File: src/rtl/fixedp_pkg.sv
// Shared fixed-point types: default Q/N, output FSM states and the requester id type.
package fixedp_pkg;

   localparam int DEF_Q = 15;
   localparam int DEF_N = 32;

   typedef enum logic {
      ST_EMPTY = 1'b0,
      ST_FULL  = 1'b1
   } out_state_t;

   typedef logic req_id_t;

   localparam req_id_t REQ0 = 1'b0;
   localparam req_id_t REQ1 = 1'b1;

endpackage

File: src/rtl/fixedp_add.sv
// Combinational sign-magnitude adder: saturates the magnitude to all-ones on carry
// out of the magnitude field when the operand signs agree.
module fixedp_add #(
   parameter int N = 32
) (
   input  logic [N-1:0] a,
   input  logic [N-1:0] b,
   output logic [N-1:0] c,
   output logic         sat
);

   logic         sign_a;
   logic         sign_b;
   logic [N-2:0] mag_a;
   logic [N-2:0] mag_b;
   logic [N-1:0] mag_sum;

   assign sign_a  = a[N-1];
   assign sign_b  = b[N-1];
   assign mag_a   = a[N-2:0];
   assign mag_b   = b[N-2:0];
   assign mag_sum = {1'b0, mag_a} + {1'b0, mag_b};

   // Unequal signs can never overflow; equal magnitudes keep a's sign.
   always_comb begin
      c   = '0;
      sat = 1'b0;
      if (sign_a == sign_b) begin
         if (mag_sum[N-1]) begin
            c   = {sign_a, {(N-1){1'b1}}};
            sat = 1'b1;
         end else begin
            c = {sign_a, mag_sum[N-2:0]};
         end
      end else if (mag_a > mag_b) begin
         c = {sign_a, mag_a - mag_b};
      end else if (mag_b > mag_a) begin
         c = {sign_b, mag_b - mag_a};
      end else begin
         c = {sign_a, {(N-1){1'b0}}};
      end
   end

endmodule

File: src/rtl/fixedp_add_arb.sv
// Two-requester round-robin front end for one shared sign-magnitude adder with a
// single result register. Define FIXEDP_ADD_ARB_STATS_EN to add the sat_cnt output.
module fixedp_add_arb
   import fixedp_pkg::*;
#(
   parameter int Q = DEF_Q,
   parameter int N = DEF_N
) (
   input  logic         clk,
   input  logic         rst_n,
   input  logic         req0_valid,
   output logic         req0_ready,
   input  logic [N-1:0] req0_a,
   input  logic [N-1:0] req0_b,
   input  logic         req1_valid,
   output logic         req1_ready,
   input  logic [N-1:0] req1_a,
   input  logic [N-1:0] req1_b,
   output logic         rsp_valid,
   input  logic         rsp_ready,
   output logic [N-1:0] rsp_c,
   output logic         rsp_id,
   output logic         rsp_sat
`ifdef FIXEDP_ADD_ARB_STATS_EN
   ,output logic [15:0] sat_cnt
`endif
);

   if (Q < 0 || Q > N - 2) begin : g_bad_q
      $error("fixedp_add_arb: Q must lie in 0..N-2");
   end

   out_state_t   state;
   req_id_t      prio;
   req_id_t      grant_id;
   logic         can_accept;
   logic         grant0;
   logic         grant1;
   logic         accept;
   logic [N-1:0] op_a;
   logic [N-1:0] op_b;
   logic [N-1:0] sum_c;
   logic         sum_sat;

   assign can_accept = (state == ST_EMPTY) || rsp_ready;
   assign grant0     = req0_valid && (!req1_valid || prio == REQ0);
   assign grant1     = req1_valid && (!req0_valid || prio == REQ1);
   // rst_n gating keeps both readys low for the whole reset pulse.
   assign req0_ready = rst_n && can_accept && grant0;
   assign req1_ready = rst_n && can_accept && grant1;
   assign accept     = req0_ready || req1_ready;
   assign grant_id   = grant1 ? REQ1 : REQ0;
   assign op_a       = grant1 ? req1_a : req0_a;
   assign op_b       = grant1 ? req1_b : req0_b;
   assign rsp_valid  = (state == ST_FULL);

   fixedp_add #(
      .N (N)
   ) u_add (
      .a   (op_a),
      .b   (op_b),
      .c   (sum_c),
      .sat (sum_sat)
   );

   always_ff @(posedge clk or negedge rst_n) begin
      if (!rst_n) begin
         state   <= ST_EMPTY;
         prio    <= REQ0;
         rsp_c   <= '0;
         rsp_id  <= REQ0;
         rsp_sat <= 1'b0;
      end else if (accept) begin
         state   <= ST_FULL;
         rsp_c   <= sum_c;
         rsp_id  <= grant_id;
         rsp_sat <= sum_sat;
         prio    <= (grant_id == REQ0) ? REQ1 : REQ0;
      end else if (rsp_ready) begin
         state <= ST_EMPTY;
      end
   end

`ifdef FIXEDP_ADD_ARB_STATS_EN
   always_ff @(posedge clk or negedge rst_n) begin
      if (!rst_n) begin
         sat_cnt <= '0;
      end else if (accept && sum_sat && sat_cnt != 16'hFFFF) begin
         sat_cnt <= sat_cnt + 16'd1;
      end
   end
`endif

endmodule
File: config.mk
export PLATFORM = sky130hd
export DESIGN_NAME = fixedp_add_arb
export DESIGN_NICKNAME = d
export VERILOG_FILES = /design/src/rtl/fixedp_pkg.sv /design/src/rtl/fixedp_add.sv /design/src/rtl/fixedp_add_arb.sv
export SDC_FILE = /design/constraint.sdc
export NUM_CORES = 1
export LEC_CHECK = 0
export ABC_CLOCK_PERIOD_IN_PS = 5500
export CAP_MARGIN = 10
export CORE_ASPECT_RATIO = 1.25
export CORE_UTILIZATION = 30
export DETAILED_ROUTE_END_ITERATION = 10
export GPL_TIMING_DRIVEN = 1
export PLACE_DENSITY_LB_ADDON = 0.3
export SYNTH_ARGS = -nofsm -noshare
export SYNTH_HDL_FRONTEND = slang
export SYNTH_SLANG_ARGS = --single-unit
File: constraint.sdc
create_clock -name clk -period 5.5 [get_ports clk]
set_input_delay 0.55 -clock clk [delete_from_list [all_inputs] [get_ports clk]]
set_output_delay 0.55 -clock clk [all_outputs]
set_load 0.01 [all_outputs]
Yosys cells after proc, flatten, opt, wreduce, memory -nomap -nowiden

Cells that the tools add are included.

Flip-flop bits (word level): 36
Input port bits: 133
Output and inout port bits: 37

$add $sub $neg: 3
Magnitude comparators: 2
Eq/ne operators: 1
Mux-type cells: 12
Bitwise gates (word level): 2
Reductions and logical operators: 12

Operator list:

| operator            | number |
|---|---|
| $mux W32            | 5 |
| $gt A31 B31 Y1      | 2 |
| $sub A31 B31 Y31    | 2 |
| $add A31 B31 Y32    | 1 |
| $mux W31            | 1 |
| $mux W1             | 6 |
| $logic_and A1 B1 Y1 | 5 |
| $logic_or A1 B1 Y1  | 4 |
| $logic_not A1 Y1    | 2 |
| $not A1 Y1          | 2 |
| $reduce_bool A2 Y1  | 1 |
| $eq A1 B1 Y1        | 1 |

Longest topological paths before layout

Depth in word-level cells: 8
Depth in mapped cells: 19

By module

From an unflattened synthesis, not the netlist that was laid out.

Cell total of the unflattened synthesis: 1,058
Area total of the unflattened synthesis: 8,226.6 um^2

By module, submodules not included:

| module         | instances | cells each | area each (um^2) | sequential area each (um^2) |
|---|---|---|---|---|
| fixedp_add     | 1         | 902        | 6,053.3          | 0.0 |
| fixedp_add_arb | 1         | 156        | 2,173.3          | 900.9 |

Worst setup path after synthesis

No wires, ideal clock.

Path kind: in2reg
Start point: input req0_valid
End point: register rsp_c[30]
Setup time: 125 ps
Arrival: 4,375 ps
Setup slack: 1,000 ps
Stages: 17
Path through: inv_1 -> o21ai_0 -> clkbuf_1 -> clkbuf_1 -> mux2_2 -> ha_1 -> buf_4 -> nor2b_4 -> o31a_1 -> o211a_1 -> o31ai_4 -> o31ai_1 -> o41a_1 -> a31o_1 -> o21a_1 -> o32ai_1 -> nor2_1

Word-level cells in the longest chain between the ends: 8
Elaborated cells between the ends (all ways): 19
Those cells by class: 3 x add/sub; 2 x order compare; 1 x eq/ne; 6 x mux; 7 x reduce/logical

Ends and longest elaborated chain:

| what                                               | line                                       | source |
|---|---|---|
| from (decl)                                        | fixedp_add_arb.sv:11                       | `input logic req0_valid,` |
| $logic_not A1 Y1                                   | fixedp_add_arb.sv:47                       | `assign grant1 = req1_valid && (!req0_valid \|\| prio == REQ1);` |
| $logic_or A1 B1 Y1                                 | fixedp_add_arb.sv:47                       |  |
| $logic_and A1 B1 Y1                                | fixedp_add_arb.sv:47                       |  |
| $mux W32 (on tied branches)                        | fixedp_add_arb.sv:54, fixedp_add_arb.sv:53 |  |
| $sub A31 B31 Y31 or $gt A31 B31 Y1 (tied branches) | fixedp_add.sv:38, fixedp_add.sv:37         |  |
| $mux W32                                           | fixedp_add.sv:37                           | `end else if (mag_b > mag_a) begin` |
| $mux W32                                           | fixedp_add.sv:35                           | `end else if (mag_a > mag_b) begin` |
| $mux W32                                           | fixedp_add.sv:28                           | `if (sign_a == sign_b) begin` |
| to (signal assigned)                               | fixedp_add_arb.sv:75                       | `rsp_c <= sum_c;` |
| to (decl)                                          | fixedp_add_arb.sv:21                       | `output logic [N-1:0] rsp_c,` |

Parallel ways exist; a longest one is shown, timed or not.
A chain may end at the register's enable or synchronous reset.

Final worst setup path

Start point: input req0_valid
End point: register rsp_c[23]

The elaborated chain is that of the path after synthesis.

==> impl_summary.md <==
STA
At the pin with the least slew margin, the transition time is 1.13 ns. For this run, the top clock speed supported by timing is 188 MHz. Setup repair after global routing left no endpoint under its margin. The final count of hold timing violations is 0. Adding up every negative setup slack in the final design gives 0 ns. The clock period could shrink to 5.32 ns.

The clock arrives with 0.00501 ns of skew. The worst pin sits at a relative slew slack of 0.239. The final clock period utilization by the worst path is 0.968. The number of max-slew violations in the final report was 0. The total of endpoints with negative setup slack in the final report is 0.

Synthesis
Of the total synthesized cell area, the portion taken by XOR and XNOR cells is 0.0346. The biggest area contributor in the post-synthesis netlist is sky130_fd_sc_hd__ha_1. The most instantiated flip-flop cell in the synthesis netlist is sky130_fd_sc_hd__dfrtp_1. Of all flip-flops after synthesis, the portion carrying an async set or reset was 1.00. The share of synthesized area in the top cell type comes to 0.153. Counting every instance in the synthesized netlist gives 1115.

The portion of synthesized area spent on multiplexers is 0.0921. The per-instance average area after synthesis is 7.27 um^2. The netlist uses 84 different library cells.

Synthesis inferred 36 register bits. The synthesized cell area is 8110 um^2. The post-synth net total is 1350. The number of enable-type register cells in the synthesized netlist is 0.

By area, the combinational part of the netlist is dominated by compound AO/OA/AOI/OAI gates. The Yosys step of the flow raised 0 warnings. Yosys attributes the largest share of cell area to sky130_fd_sc_hd__ha_1 (15%), sky130_fd_sc_hd__dfrtp_1 (11%), sky130_fd_sc_hd__mux2_2 (8.5%).

The adder-cell share of the synthesized area is 0.160. The synthesized-area fraction occupied by ao, oa, aoi and oai cells is 0.334. The share of the Yosys chip area taken by registers is 0.111. Of the total synthesized cell area, the portion taken by AND, OR, NAND and NOR gates is 0.188.

Power
The design draws 3.51 mW. The power density normalized to cell area is 325 nW/um^2. The internal power of the cells totals 1.79 mW.

Of the total power, the share spent switching nets is 0.490. The share of total power dissipated in combinational logic is 0.754. Of the total power, the clock network draws 0.105. The leakage dissipation is 4.60 nW. The peak supply drop is 0.149 mV. In this run the power spent charging and discharging nets is 1.72 mW. The share of total power dissipated in sequential elements is 0.141.

Global routing
The number of antenna violations at the first check in global routing is 1. The number of global-route vias before repair was 9179. Global routing finished with a remaining overflow of 0. Entering global routing, the biggest net connects 42 pins. In the global route stage, overall resource usage came out at 0.235. The wire length of the first global-routing pass is 50.5 mm.

Routing
Once detail routing completed, the nets flagged for antenna violations numbered 0. The detail-routed net length per standard cell is 19.9 um. The final layout contains routed wiring with a total length of 32.9 mm.

The detailed-routing iteration count for the pre-antenna-repair pass is 5. The vias per cell is 5.67. For this block, the initial DRC count from the detailed router was 878. The DRC violation count after routing is 0. The final route contains 9359 vias.

CTS
In this run, post-CTS hold repair placed 0 buffers. Clock tree synthesis inserted a total of 5 buffers. The number of levels in the clock H-tree is 2. The CTS sink count is 36. The library cell used as clock root buffer is sky130_fd_sc_hd__clkbuf_16. The later pin in the worst-skew pair is clocked with a latency of 0.29 ns. After clock tree synthesis, the clock-pin slew on the worst setup and hold paths is 0.06 ns. The post-CTS setup repair buffer count is 0. Counting along the longest clock path gives a buffer depth of 2. The number of gates resized after CTS is 0.

The TritonCTS clock tree is yes.

Worst setup path
The startpoint of the worst setup timing path is req0_valid. The worst reg2reg path endpoint is rsp_c[23]$_DFFE_PN0P_. The startpoint identified for the worst register-to-register timing path is prio$_DFFE_PN0P_. STA puts the critical path data required time at 5.72 ns. The arrival time of the worst setup path is 5.54 ns. The critical path runs through a total of 18 cells. The family of cells with the greatest summed delay on the critical path is compound AO/OA/AOI/OAI gates. The type of the worst setup path is in -> reg. The worst setup path endpoint is rsp_c[23]$_DFFE_PN0P_. Walking the worst path, the cells encountered are clkdlybuf4s50_1 > inv_1 > o21ai_4 > buf_12 > buf_12 > mux2_2 > ha_1 > inv_1 > o31ai_1 > a211oi_2 > o21ai_1 > a41oi_2 > o2111ai_1 > a21o_1 > buf_4 > nor2_1 > a41o_1 > a21oi_1. The largest single stage delay on the critical path is 0.62 ns. STA classifies the critical path endpoint as a flop. The logic depth of the worst register-to-register path is 16. The slowest stage of the critical path belongs to the cell sky130_fd_sc_hd__ha_1.

Together, buffers and inverters on the worst path number 6. The worst setup path is launched from an input pin. Along the worst path, the maximum fanout reaches 31. The setup slack of the most critical reg-to-reg path is 0.56 ns.

Die
The overall die width is 149 um. The core box area is 26300 um^2. The effective utilization at floorplan is 0.309. The floorplan step set the die height to 186 um. The I/O pin count is 170. The total die area is 27700 um^2. After floorplanning, the core was divided into 66 placement rows.

Run
Max-cap violations in this run came to 0.

Placement
Port buffering added 169 buffers. The placement-stage cell area is 10600 um^2. The final weighted congestion of routability-driven global placement is 0.939.

The detailed placement HPWL is 26.6 mm.

Cells and area
The post-route standard cell area excluding fillers is 10800 um^2. The number of nets in the layout is 1544. For this run, the share of the core covered by cells in the final layout is 0.412. From synthesis to final layout, the design area changed by 33.4%. 0 antenna diodes ended up in the layout.

The layout cell share with drive strength beyond 1 is 0.137.

Status
The flow ran to the end, and the final reports show no timing, DRC or antenna violations.

Worst hold path
The worst hold path belongs to the class in -> async.
cell families (layout without fill, tap and decap cells):
logic type,Yosys count,count (layout)
AO/OA/AOI/OAI,403,403
adder cells (fa/ha/maj),102,102
XOR/XNOR,32,32
buffers and inverters,163,358
multiplexers,67,67
flip-flops,36,36
AND/OR/NAND/NOR,312,312
registers in the layout, indices dropped and copies added, names as in the netlist:
signal,cells
prio,1
rsp_c,32
rsp_id,1
rsp_sat,1
rsp_valid,1
synth_stat cells, types with 4 or more instances:
cell and count:
sky130_fd_sc_hd__a2111oi_0 7, sky130_fd_sc_hd__a211o_1 6, sky130_fd_sc_hd__a211oi_1 11, sky130_fd_sc_hd__a21o_1 17, sky130_fd_sc_hd__a21oi_1 125, sky130_fd_sc_hd__a221o_1 11
sky130_fd_sc_hd__a221oi_1 9, sky130_fd_sc_hd__a22oi_1 4, sky130_fd_sc_hd__a311oi_1 6, sky130_fd_sc_hd__a31oi_1 8, sky130_fd_sc_hd__and3_1 6, sky130_fd_sc_hd__buf_1 4
sky130_fd_sc_hd__buf_2 20, sky130_fd_sc_hd__clkbuf_1 31, sky130_fd_sc_hd__clkinv_1 5, sky130_fd_sc_hd__dfrtp_1 36, sky130_fd_sc_hd__ha_1 99, sky130_fd_sc_hd__inv_1 99
sky130_fd_sc_hd__mux2_2 61, sky130_fd_sc_hd__mux2i_1 6, sky130_fd_sc_hd__nand2_1 65, sky130_fd_sc_hd__nand2b_1 17, sky130_fd_sc_hd__nand3_1 25, sky130_fd_sc_hd__nand4_1 6
sky130_fd_sc_hd__nor2_1 106, sky130_fd_sc_hd__nor2b_1 19, sky130_fd_sc_hd__nor3_1 21, sky130_fd_sc_hd__nor4_1 13, sky130_fd_sc_hd__o2111ai_1 5, sky130_fd_sc_hd__o211ai_1 8
sky130_fd_sc_hd__o21a_1 9, sky130_fd_sc_hd__o21ai_0 68, sky130_fd_sc_hd__o21ai_1 6, sky130_fd_sc_hd__o21bai_1 26, sky130_fd_sc_hd__o221ai_1 11, sky130_fd_sc_hd__o22ai_1 10
sky130_fd_sc_hd__o31a_1 5, sky130_fd_sc_hd__o31ai_1 13, sky130_fd_sc_hd__or2_2 8, sky130_fd_sc_hd__or3_1 9, sky130_fd_sc_hd__xnor2_1 31
worst reg2reg max path: stages (launching register included):
cell and delay, ns:
sky130_fd_sc_hd__dfrtp_1 0.42, sky130_fd_sc_hd__o21ai_4 0.17, sky130_fd_sc_hd__buf_12 0.23, sky130_fd_sc_hd__buf_12 0.18
sky130_fd_sc_hd__mux2_2 0.37, sky130_fd_sc_hd__ha_1 0.62, sky130_fd_sc_hd__inv_1 0.18, sky130_fd_sc_hd__o31ai_1 0.55
sky130_fd_sc_hd__a211oi_2 0.12, sky130_fd_sc_hd__o21ai_1 0.35, sky130_fd_sc_hd__a41oi_2 0.36, sky130_fd_sc_hd__o2111ai_1 0.40
sky130_fd_sc_hd__a21o_1 0.18, sky130_fd_sc_hd__buf_4 0.19, sky130_fd_sc_hd__nor2_1 0.08, sky130_fd_sc_hd__a41o_1 0.28
sky130_fd_sc_hd__a21oi_1 0.17
layer usage:
metal / GRT usage / part of all wire
met5: 0 / 0.00040
met4: 0.111 / 0.044
met3: 0.0294 / 0.062
met2: 0.409 / 0.49
met1: 0.285 / 0.41
worst min path at each step:
stage / start / end / slack [ns] / cells after the start
after detailed placement: rsp_id$_DFFE_PN0P_ / rsp_id$_DFFE_PN0P_ / 0.47 / 2
final: rst_n / rsp_c[4]$_DFFE_PN0P_ / 0.33 / 2
after CTS: rst_n / rsp_c[23]$_DFFE_PN0P_ / 0.35 / 2
after global routing: rst_n / rsp_c[7]$_DFFE_PN0P_ / 0.37 / 2
after floorplan: rst_n / prio$_DFFE_PN0P_ / 0.25 / 0
after global placement: rsp_id$_DFFE_PN0P_ / rsp_id$_DFFE_PN0P_ / 0.47 / 2
layout by cell type, fill, tap and decap left out, types with 25 or more instances in the layout:
master                            count
sky130_fd_sc_hd__nand3_1             25
sky130_fd_sc_hd__clkdlybuf4s50_1    168
sky130_fd_sc_hd__dfrtp_1             36
sky130_fd_sc_hd__nand2_1             65
sky130_fd_sc_hd__nor2_1             106
sky130_fd_sc_hd__mux2_2              61
sky130_fd_sc_hd__a21oi_1            125
sky130_fd_sc_hd__xnor2_1             31
sky130_fd_sc_hd__o21ai_0             67
sky130_fd_sc_hd__ha_1                99
sky130_fd_sc_hd__inv_1               99
sky130_fd_sc_hd__o21bai_1            26
sky130_fd_sc_hd__buf_4               69
final cells by class:
| class | count | area (um^2) |
|---|---|---|
| clock buffers | 7 | 153 |
| fillers | 2741 | 15400 |
| flip-flops and latches | 36 | 901 |
| repair buffers | 245 | 2340 |
| well taps | 340 | 425 |
| inverters | 105 | 394 |
| multi-input cells | 916 | 6570 |
| clock inverters | 1 | 30.0 |
metrics by stage:
step / hold WS [ns] / setup slack, ns / cells
global placement: 0.466 / -0.00223 / 1642
finish: 0.325 / 0.177 / 1650
detailed placement: 0.471 / -0.0366 / 1642
global route: 0.370 / 0.0208 / 1650
CTS: 0.353 / 0.253 / 1650
floorplan: 0.254 / 1.00 / 1115
power groups by stage:
stage | registers (mW) | clock network, mW | logic, mW
final | 0.495 | 0.369 | 2.65
after detailed placement | 0.500 | 0 | 2.60
after global routing | 0.510 | 0.380 | 2.86
after floorplan | 0.512 | 0 | 1.49
after CTS | 0.498 | 0.370 | 2.62
after global placement | 0.500 | 0 | 2.60
Note: power is estimated with default switching activity, not from simulation.
